File: config.mk
export PLATFORM = sky130hd
export DESIGN_NAME = alsu_seq
export DESIGN_NICKNAME = d
export VERILOG_FILES = /design/src/rtl/alsu_seq.sv
export SDC_FILE = /design/constraint.sdc
export NUM_CORES = 1
export LEC_CHECK = 0
export ABC_AREA = 1
export ABC_CLOCK_PERIOD_IN_PS = 6700
export CAP_MARGIN = 15
export CORE_MARGIN = 2
export CORE_UTILIZATION = 64
export CTS_BUF_LIST = sky130_fd_sc_hd__clkbuf_8
export DETAILED_ROUTE_END_ITERATION = 10
export HOLD_SLACK_MARGIN = 0.1
export PLACE_DENSITY_LB_ADDON = 0.25
export SYNTH_ARGS = -nofsm -noshare
export SYNTH_HDL_FRONTEND = slang
export SYNTH_SLANG_ARGS = --single-unit
File: constraint.sdc
create_clock -name clk -period 6.7 [get_ports clk]
set_input_delay 1.005 -clock clk [delete_from_list [all_inputs] [get_ports clk]]
set_output_delay 1.005 -clock clk [all_outputs]
set_load 0.1 [all_outputs]
File: src/rtl/alsu_seq.sv
// alsu_seq -- handshaked arithmetic/logic/shift unit with a 2*WIDTH-bit
// registered result.
//
// One operation is accepted per valid/ready transfer (only while IDLE). All
// operands and modifiers are captured into *_reg on the accepting edge and
// the operation executes from those registers, so the inputs are free to
// change afterwards.
//
// Build option:
//   ALSU_MUL_SEQ_EN  defined   -> MUL runs in a dedicated state as a
//                                 WIDTH-cycle shift-add (no multiplier array)
//                    undefined -> MUL is a single-cycle A*B in EXEC
//
// Parameters:
//   WIDTH           operand width (>= 2); result width is 2*WIDTH
//   INPUT_PRIORITY  "A" or "B": operand chosen when both bypass flags or
//                   both reduction flags are set
//   FULL_ADDER      "ON" adds cin to ADD, "OFF" ignores it
//
// Ports:
//   clk, rst         clock (rising edge), synchronous active-high reset
//   in_valid         operation request
//   in_ready         high only in IDLE
//   A, B             operands
//   opcode           000 AND, 001 XOR, 010 ADD, 011 MUL, 100 SHIFT,
//                    101 ROTATE, 110/111 invalid
//   cin, serial_in, direction, red_op_A, red_op_B, bypass_A, bypass_B
//                    operation modifiers
//   out              registered result, held until the next completion
//   out_valid        one-cycle pulse when out is written
//   invalid          one-cycle pulse with out_valid for an invalid operation
//   busy             high while executing (EXEC or MUL)
//   leds             all bits inverted on every invalid completion
module alsu_seq #(
  parameter int unsigned WIDTH          = 8,
  parameter string       INPUT_PRIORITY = "A",
  parameter string       FULL_ADDER     = "ON"
) (
  input  logic                 clk,
  input  logic                 rst,
  input  logic                 in_valid,
  output logic                 in_ready,
  input  logic [WIDTH-1:0]     A,
  input  logic [WIDTH-1:0]     B,
  input  logic [2:0]           opcode,
  input  logic                 cin,
  input  logic                 serial_in,
  input  logic                 direction,
  input  logic                 red_op_A,
  input  logic                 red_op_B,
  input  logic                 bypass_A,
  input  logic                 bypass_B,
  output logic [2*WIDTH-1:0]   out,
  output logic                 out_valid,
  output logic                 invalid,
  output logic                 busy,
  output logic [15:0]          leds
);

  localparam int unsigned W2 = 2 * WIDTH;

  localparam logic [2:0] OP_AND   = 3'b000;
  localparam logic [2:0] OP_XOR   = 3'b001;
  localparam logic [2:0] OP_ADD   = 3'b010;
  localparam logic [2:0] OP_MUL   = 3'b011;
  localparam logic [2:0] OP_SHIFT = 3'b100;
  localparam logic [2:0] OP_ROT   = 3'b101;

  localparam bit PRIO_A  = (INPUT_PRIORITY != "B");
  localparam bit ADD_CIN = (FULL_ADDER == "ON");

  typedef enum logic [1:0] {
    IDLE = 2'd0,
    EXEC = 2'd1
`ifdef ALSU_MUL_SEQ_EN
    ,
    MUL  = 2'd2
`endif
  } state_t;

  state_t state;

  logic [WIDTH-1:0] A_reg;
  logic [WIDTH-1:0] B_reg;
  logic [2:0]       opcode_reg;
  logic             cin_reg;
  logic             serial_in_reg;
  logic             direction_reg;
  logic             red_op_A_reg;
  logic             red_op_B_reg;
  logic             bypass_A_reg;
  logic             bypass_B_reg;

  logic             inv_op;
  logic             use_red_a;
  logic             use_red_b;
  logic [WIDTH:0]   sum;
  logic [W2-1:0]    res;

`ifdef ALSU_MUL_SEQ_EN
  localparam int unsigned CW = $clog2(WIDTH);
  localparam logic [CW-1:0] CNT_LAST = CW'(WIDTH - 1);

  logic [CW-1:0]    cnt;
  logic [W2-1:0]    acc;
  logic [W2-1:0]    mcand;
  logic [W2-1:0]    acc_sum;

  // mcand holds A_reg << cnt, so each step only needs a conditional add.
  always_comb begin
    acc_sum = acc;
    if (B_reg[cnt]) begin
      acc_sum = acc + mcand;
    end
  end
`else
  logic [W2-1:0]    prod;

  always_comb begin
    prod = {{WIDTH{1'b0}}, A_reg} * {{WIDTH{1'b0}}, B_reg};
  end
`endif

  assign in_ready = (state == IDLE);
  assign busy     = (state != IDLE);

  // Result of a single-cycle operation, evaluated from the captured registers.
  always_comb begin
    inv_op    = (opcode_reg[2:1] == 2'b11) ||
                ((red_op_A_reg || red_op_B_reg) && (opcode_reg[2:1] != 2'b00));
    use_red_a = red_op_A_reg && (!red_op_B_reg || PRIO_A);
    use_red_b = red_op_B_reg && (!red_op_A_reg || !PRIO_A);
    sum       = {1'b0, A_reg} + {1'b0, B_reg} +
                {{WIDTH{1'b0}}, (cin_reg & ADD_CIN)};
    res       = '0;

    if (bypass_A_reg || bypass_B_reg) begin
      if (bypass_A_reg && (!bypass_B_reg || PRIO_A)) begin
        res[WIDTH-1:0] = A_reg;
      end else begin
        res[WIDTH-1:0] = B_reg;
      end
    end else if (!inv_op) begin
      case (opcode_reg)
        OP_AND: begin
          if (use_red_a) begin
            res[0] = &A_reg;
          end else if (use_red_b) begin
            res[0] = &B_reg;
          end else begin
            res[WIDTH-1:0] = A_reg & B_reg;
          end
        end
        OP_XOR: begin
          if (use_red_a) begin
            res[0] = ^A_reg;
          end else if (use_red_b) begin
            res[0] = ^B_reg;
          end else begin
            res[WIDTH-1:0] = A_reg ^ B_reg;
          end
        end
        OP_ADD: begin
          res[WIDTH:0] = sum;
        end
        OP_MUL: begin
`ifndef ALSU_MUL_SEQ_EN
          res = prod;
`endif
        end
        OP_SHIFT: begin
          if (direction_reg) begin
            res = {out[W2-2:0], serial_in_reg};
          end else begin
            res = {serial_in_reg, out[W2-1:1]};
          end
        end
        OP_ROT: begin
          if (direction_reg) begin
            res = {out[W2-2:0], out[W2-1]};
          end else begin
            res = {out[0], out[W2-1:1]};
          end
        end
        default: begin
          res = '0;
        end
      endcase
    end
  end

  always_ff @(posedge clk) begin
    if (rst) begin
      state         <= IDLE;
      A_reg         <= '0;
      B_reg         <= '0;
      opcode_reg    <= '0;
      cin_reg       <= 1'b0;
      serial_in_reg <= 1'b0;
      direction_reg <= 1'b0;
      red_op_A_reg  <= 1'b0;
      red_op_B_reg  <= 1'b0;
      bypass_A_reg  <= 1'b0;
      bypass_B_reg  <= 1'b0;
      out           <= '0;
      out_valid     <= 1'b0;
      invalid       <= 1'b0;
      leds          <= '0;
`ifdef ALSU_MUL_SEQ_EN
      cnt           <= '0;
      acc           <= '0;
      mcand         <= '0;
`endif
    end else begin
      out_valid <= 1'b0;
      invalid   <= 1'b0;

      case (state)
        IDLE: begin
          if (in_valid) begin
            A_reg         <= A;
            B_reg         <= B;
            opcode_reg    <= opcode;
            cin_reg       <= cin;
            serial_in_reg <= serial_in;
            direction_reg <= direction;
            red_op_A_reg  <= red_op_A;
            red_op_B_reg  <= red_op_B;
            bypass_A_reg  <= bypass_A;
            bypass_B_reg  <= bypass_B;
`ifdef ALSU_MUL_SEQ_EN
            // Only a genuine multiply goes through the shift-add path; a
            // bypassed or invalid MUL opcode completes in EXEC instead.
            if ((opcode == OP_MUL) && !bypass_A && !bypass_B &&
                !red_op_A && !red_op_B) begin
              state <= MUL;
              cnt   <= '0;
              acc   <= '0;
              mcand <= {{WIDTH{1'b0}}, A};
            end else begin
              state <= EXEC;
            end
`else
            state <= EXEC;
`endif
          end
        end

        EXEC: begin
          out       <= res;
          out_valid <= 1'b1;
          invalid   <= inv_op;
          if (inv_op) begin
            leds <= ~leds;
          end
          state <= IDLE;
        end

`ifdef ALSU_MUL_SEQ_EN
        MUL: begin
          if (cnt == CNT_LAST) begin
            out       <= acc_sum;
            out_valid <= 1'b1;
            acc       <= '0;
            cnt       <= '0;
            state     <= IDLE;
          end else begin
            acc   <= acc_sum;
            mcand <= mcand << 1;
            cnt   <= cnt + 1'b1;
          end
        end
`endif

        default: begin
          state <= IDLE;
        end
      endcase
    end
  end

endmodule
==> flow_metrics.tcl <==
set metrics [dict create \
    min_to "leds[3]$_SDFFE_PP0P_" \
    slew_headroom_pct 21.08 \
    post_cts_resize_count 0 \
    io_pins 65 \
    r2r_start "A_reg[2]$_SDFFE_PP0P_" \
    coreArea_mm2 0.008678 \
    period_needed_ps 4368 \
    layout_setup_ws_ps 2332 \
    place.gp.congestion 0.9696 \
    cp_max_fo 11 \
    path_class "reg2reg" \
    clk_pin_slew_ps 80 \
    pwr-share-clk_pct 30.4 \
    finClkSkew_ps 8.214 \
    clock_path_buffers 2 \
    num_rows 34 \
    grt_max_degree 43 \
    wl_per_cell_um 16.09 \
    leakage_nw 3.540 \
    setup_tns_ps 0 \
    drc 0 \
    finalSetupViolCount 0 \
    holdCritPathClass "reg2reg" \
    cts_tree "yes" \
    worst_ep_arrival_time_ps 4620 \
    dr.pass1.iters 6 \
    numCtsBuffers 9 \
    cpPeakStageDelay_ps 680 \
    r2r_cells 18 \
    clk_latency_ps 350 \
    finalHoldViolations 0 \
    cts.sinks 61 \
    pwr-share-seq_pct 38.8 \
    grt_usage_pct 34.27 \
    cp-end-kind "flip-flop" \
    initial_utilization_pct 65.87 \
    dieArea_mm2 0.009704 \
    ir_drop_uv 175.5 \
    cts_hold_buf 0 \
    rsz0062_at_grt "false" \
    hold_path.startpoint "leds[3]$_SDFFE_PP0P_" \
    yosys_warnings 0 \
    synth_seq_area_share_pct 21.36 \
    via_count 5646 \
    avgSynthCellArea_um2 6.822 \
    status "finished, final reports clean" \
    pwr_density_cell_mw_per_mm2 168.2 \
    diodes 0 \
    fillers 670 \
    drt_iter0_markers 495 \
    r2r_slack_ps 2330 \
    crit_top_cell "nand2_1" \
    drive_gt1_share_pct 4.304 \
    die-height_um 98.51 \
    cts-root-buf "clkbuf_8" \
    hpwlAfterDp_um 11930 \
    p_int_uw 671.9 \
    routed_via_density 5.697 \
    min_path_cells 1 \
    grt_pass1_wl_um 26940 \
    post-place-ws_ps 2366 \
    grt_antenna_before_repair 0 \
    start_kind "flip-flop" \
    postSynthCellCount 838 \
    syn_nets 960 \
    fin_util_pct 75.29 \
    slew_viol_final 0 \
    netlist_area_mm2 0.005717 \
    area_growth_pct 14.29 \
    reg2reg_to "out[15]$_SDFFE_PP0P_" \
    ys_ff_latch 61 \
    grt_pass1_vias 5840 \
    synth_cell_types 31 \
    fmax_mhz 228.9 \
    timing.final.crit_share_pct 65.20 \
    overflow 0 \
    required_ps 6950 \
    reg.largest.list "leds (16), out (16)" \
    totalWireLength_um 15940 \
    cp_cell_sequence "nand2_1 > inv_1 > fa_1 > fa_1 > fa_1 > inv_1 > fa_1 > inv_1 > ha_1 > nand2_1 > nor2_1 > nand3_1 > nand3_1 > nand2_1 > nand3_1 > nand2_1 > nand2_1 > nand2_1" \
    nets 1000 \
    antenna_left 0 \
    cap_violations 0 \
    switchingPower_uw 427.1 \
    tightest_slew_ps 1179 \
    fp.dieW_um 98.51 \
    cp_slowest_cell "dfxtp_1" \
    swShare_pct 38.86 \
    cts.repair_timing.setup_buffer_count 0 \
    combPwrFrac_pct 30.9 \
    io_buffer_count 64 \
    cts.htree.levels 3 \
]
synth_stat cells:
| master | number | area [µm²] |
|---|---|---|
| ha_1 | 55 | 688.2 |
| o2111ai_1 | 2 | 17.52 |
| a21oi_1 | 43 | 215.2 |
| a22oi_1 | 7 | 52.55 |
| buf_2 | 6 | 30.03 |
| o21ai_1 | 28 | 140.1 |
| a21oi_2 | 2 | 17.52 |
| or2_1 | 1 | 6.260 |
| clkbuf_1 | 26 | 97.59 |
| nand3b_1 | 1 | 7.510 |
| dfxtp_1 | 61 | 1221 |
| nand4_1 | 9 | 56.30 |
| nand2_1 | 208 | 780.8 |
| inv_1 | 156 | 585.6 |
| nor2_2 | 2 | 12.51 |
| a21boi_1 | 1 | 7.510 |
| xnor2_1 | 4 | 35.03 |
| xor2_1 | 3 | 26.28 |
| nor2_1 | 51 | 191.4 |
| nor2_4 | 6 | 67.56 |
| buf_4 | 1 | 7.510 |
| o21a_1 | 11 | 82.58 |
| buf_6 | 2 | 22.52 |
| fa_1 | 38 | 760.7 |
| nand3_1 | 37 | 185.2 |
| nor3_1 | 4 | 20.02 |
| nand3_2 | 3 | 30.03 |
| o21ai_0 | 53 | 265.3 |
| o211ai_1 | 2 | 15.01 |
| o22ai_1 | 6 | 37.54 |
| inv_2 | 9 | 33.78 |
logic make-up (layout without fill, tap and decap cells):
logic type      after synthesis  count (layout)  share of synthesized area (%)
simple gates                322             322                          23.75
xor+xnor                      7               7                          1.072
buf+inv                     200             245                          13.59
flops                        61              61                          21.36
fa+ha+maj                    93              93                          25.34
compound gates              155             155                          14.88
per-layer routing:
| layer | wire [µm] | share of wire [%] | GRT usage (%) |
|---|---|---|---|
| met3 | 1158 | 7.3 | 5.390 |
| met2 | 7692 | 48 | 59.60 |
| met5 | 0 | 0 | 0 |
| met4 | 727 | 4.6 | 16.65 |
| met1 | 6362 | 40 | 41.38 |
placed cells by master (no fill, tap or decap), types with 2 or more instances in the layout:
master,synthesis,final
nand2_1,208,208
inv_1,156,156
clkdlybuf4s50_1,0,64
dfxtp_1,61,61
ha_1,55,55
o21ai_0,53,53
nor2_1,51,51
a21oi_1,43,43
fa_1,38,38
nand3_1,37,37
o21ai_1,28,28
o21a_1,11,11
inv_2,9,9
nand4_1,9,9
clkbuf_8,0,9
a22oi_1,7,7
nor2_4,6,6
o22ai_1,6,6
nor3_1,4,4
xnor2_1,4,4
xor2_1,3,3
nand3_2,3,3
a21oi_2,2,2
nor2_2,2,2
o211ai_1,2,2
o2111ai_1,2,2
clkinv_2,0,2
clkinvlp_4,0,2
cell type report:
class | count | area [µm²] | share of cell area [%]
Clock buffer | 9 | 123.9 | 1.896
Inverter | 165 | 619.3 | 9.479
Clock inverter | 7 | 75.07 | 1.149
Multi-Input combinational cell | 577 | 3719 | 56.91
Timing Repair Buffer | 64 | 640.6 | 9.805
Sequential cell | 61 | 1221 | 18.69
Tap cell | 108 | 135.1 | 2.068
worst max-delay path, delay by kind of cell, from the launching register on:
kind | cells | cell delay (ps)
adder cells (fa/ha/maj) | 5 | 2500
buffers and inverters | 3 | 220
flip-flops | 1 | 680
AND/OR/NAND/NOR | 10 | 870
worst max-delay path by stage:
stage,startpoint,end,cells past startpoint
after floorplan,A_reg[0]$_SDFFE_PP0P_,out[15]$_SDFFE_PP0P_,19
after global placement,A_reg[0]$_SDFFE_PP0P_,out[12]$_SDFFE_PP0P_,19
after detailed placement,A_reg[0]$_SDFFE_PP0P_,out[12]$_SDFFE_PP0P_,19
after CTS,A_reg[0]$_SDFFE_PP0P_,out[12]$_SDFFE_PP0P_,20
after global routing,A_reg[0]$_SDFFE_PP0P_,out[11]$_SDFFE_PP0P_,18
final,A_reg[2]$_SDFFE_PP0P_,out[15]$_SDFFE_PP0P_,18
power by group through the flow:
stage,clock network [mW],registers [mW],logic (mW)
floorplan,0,0.450,0.218
global placement,0,0.430,0.322
detailed placement,0,0.431,0.331
CTS,0.334,0.424,0.335
global route,0.345,0.428,0.376
finish,0.334,0.426,0.339
stage by stage:
step / std cells / power (mW) / area (µm²) / hold WS [ps]
floorplan: 838 / 0.6677 / 5717 / 435.9
global placement: 975 / 0.7516 / 6335 / 439.3
detailed placement: 975 / 0.7627 / 6335 / 446.2
CTS: 991 / 1.093 / 6534 / 461.3
global route: 991 / 1.149 / 6534 / 485.6
finish: 991 / 1.099 / 6534 / 461.1
Power figures use the tool's default switching activity.
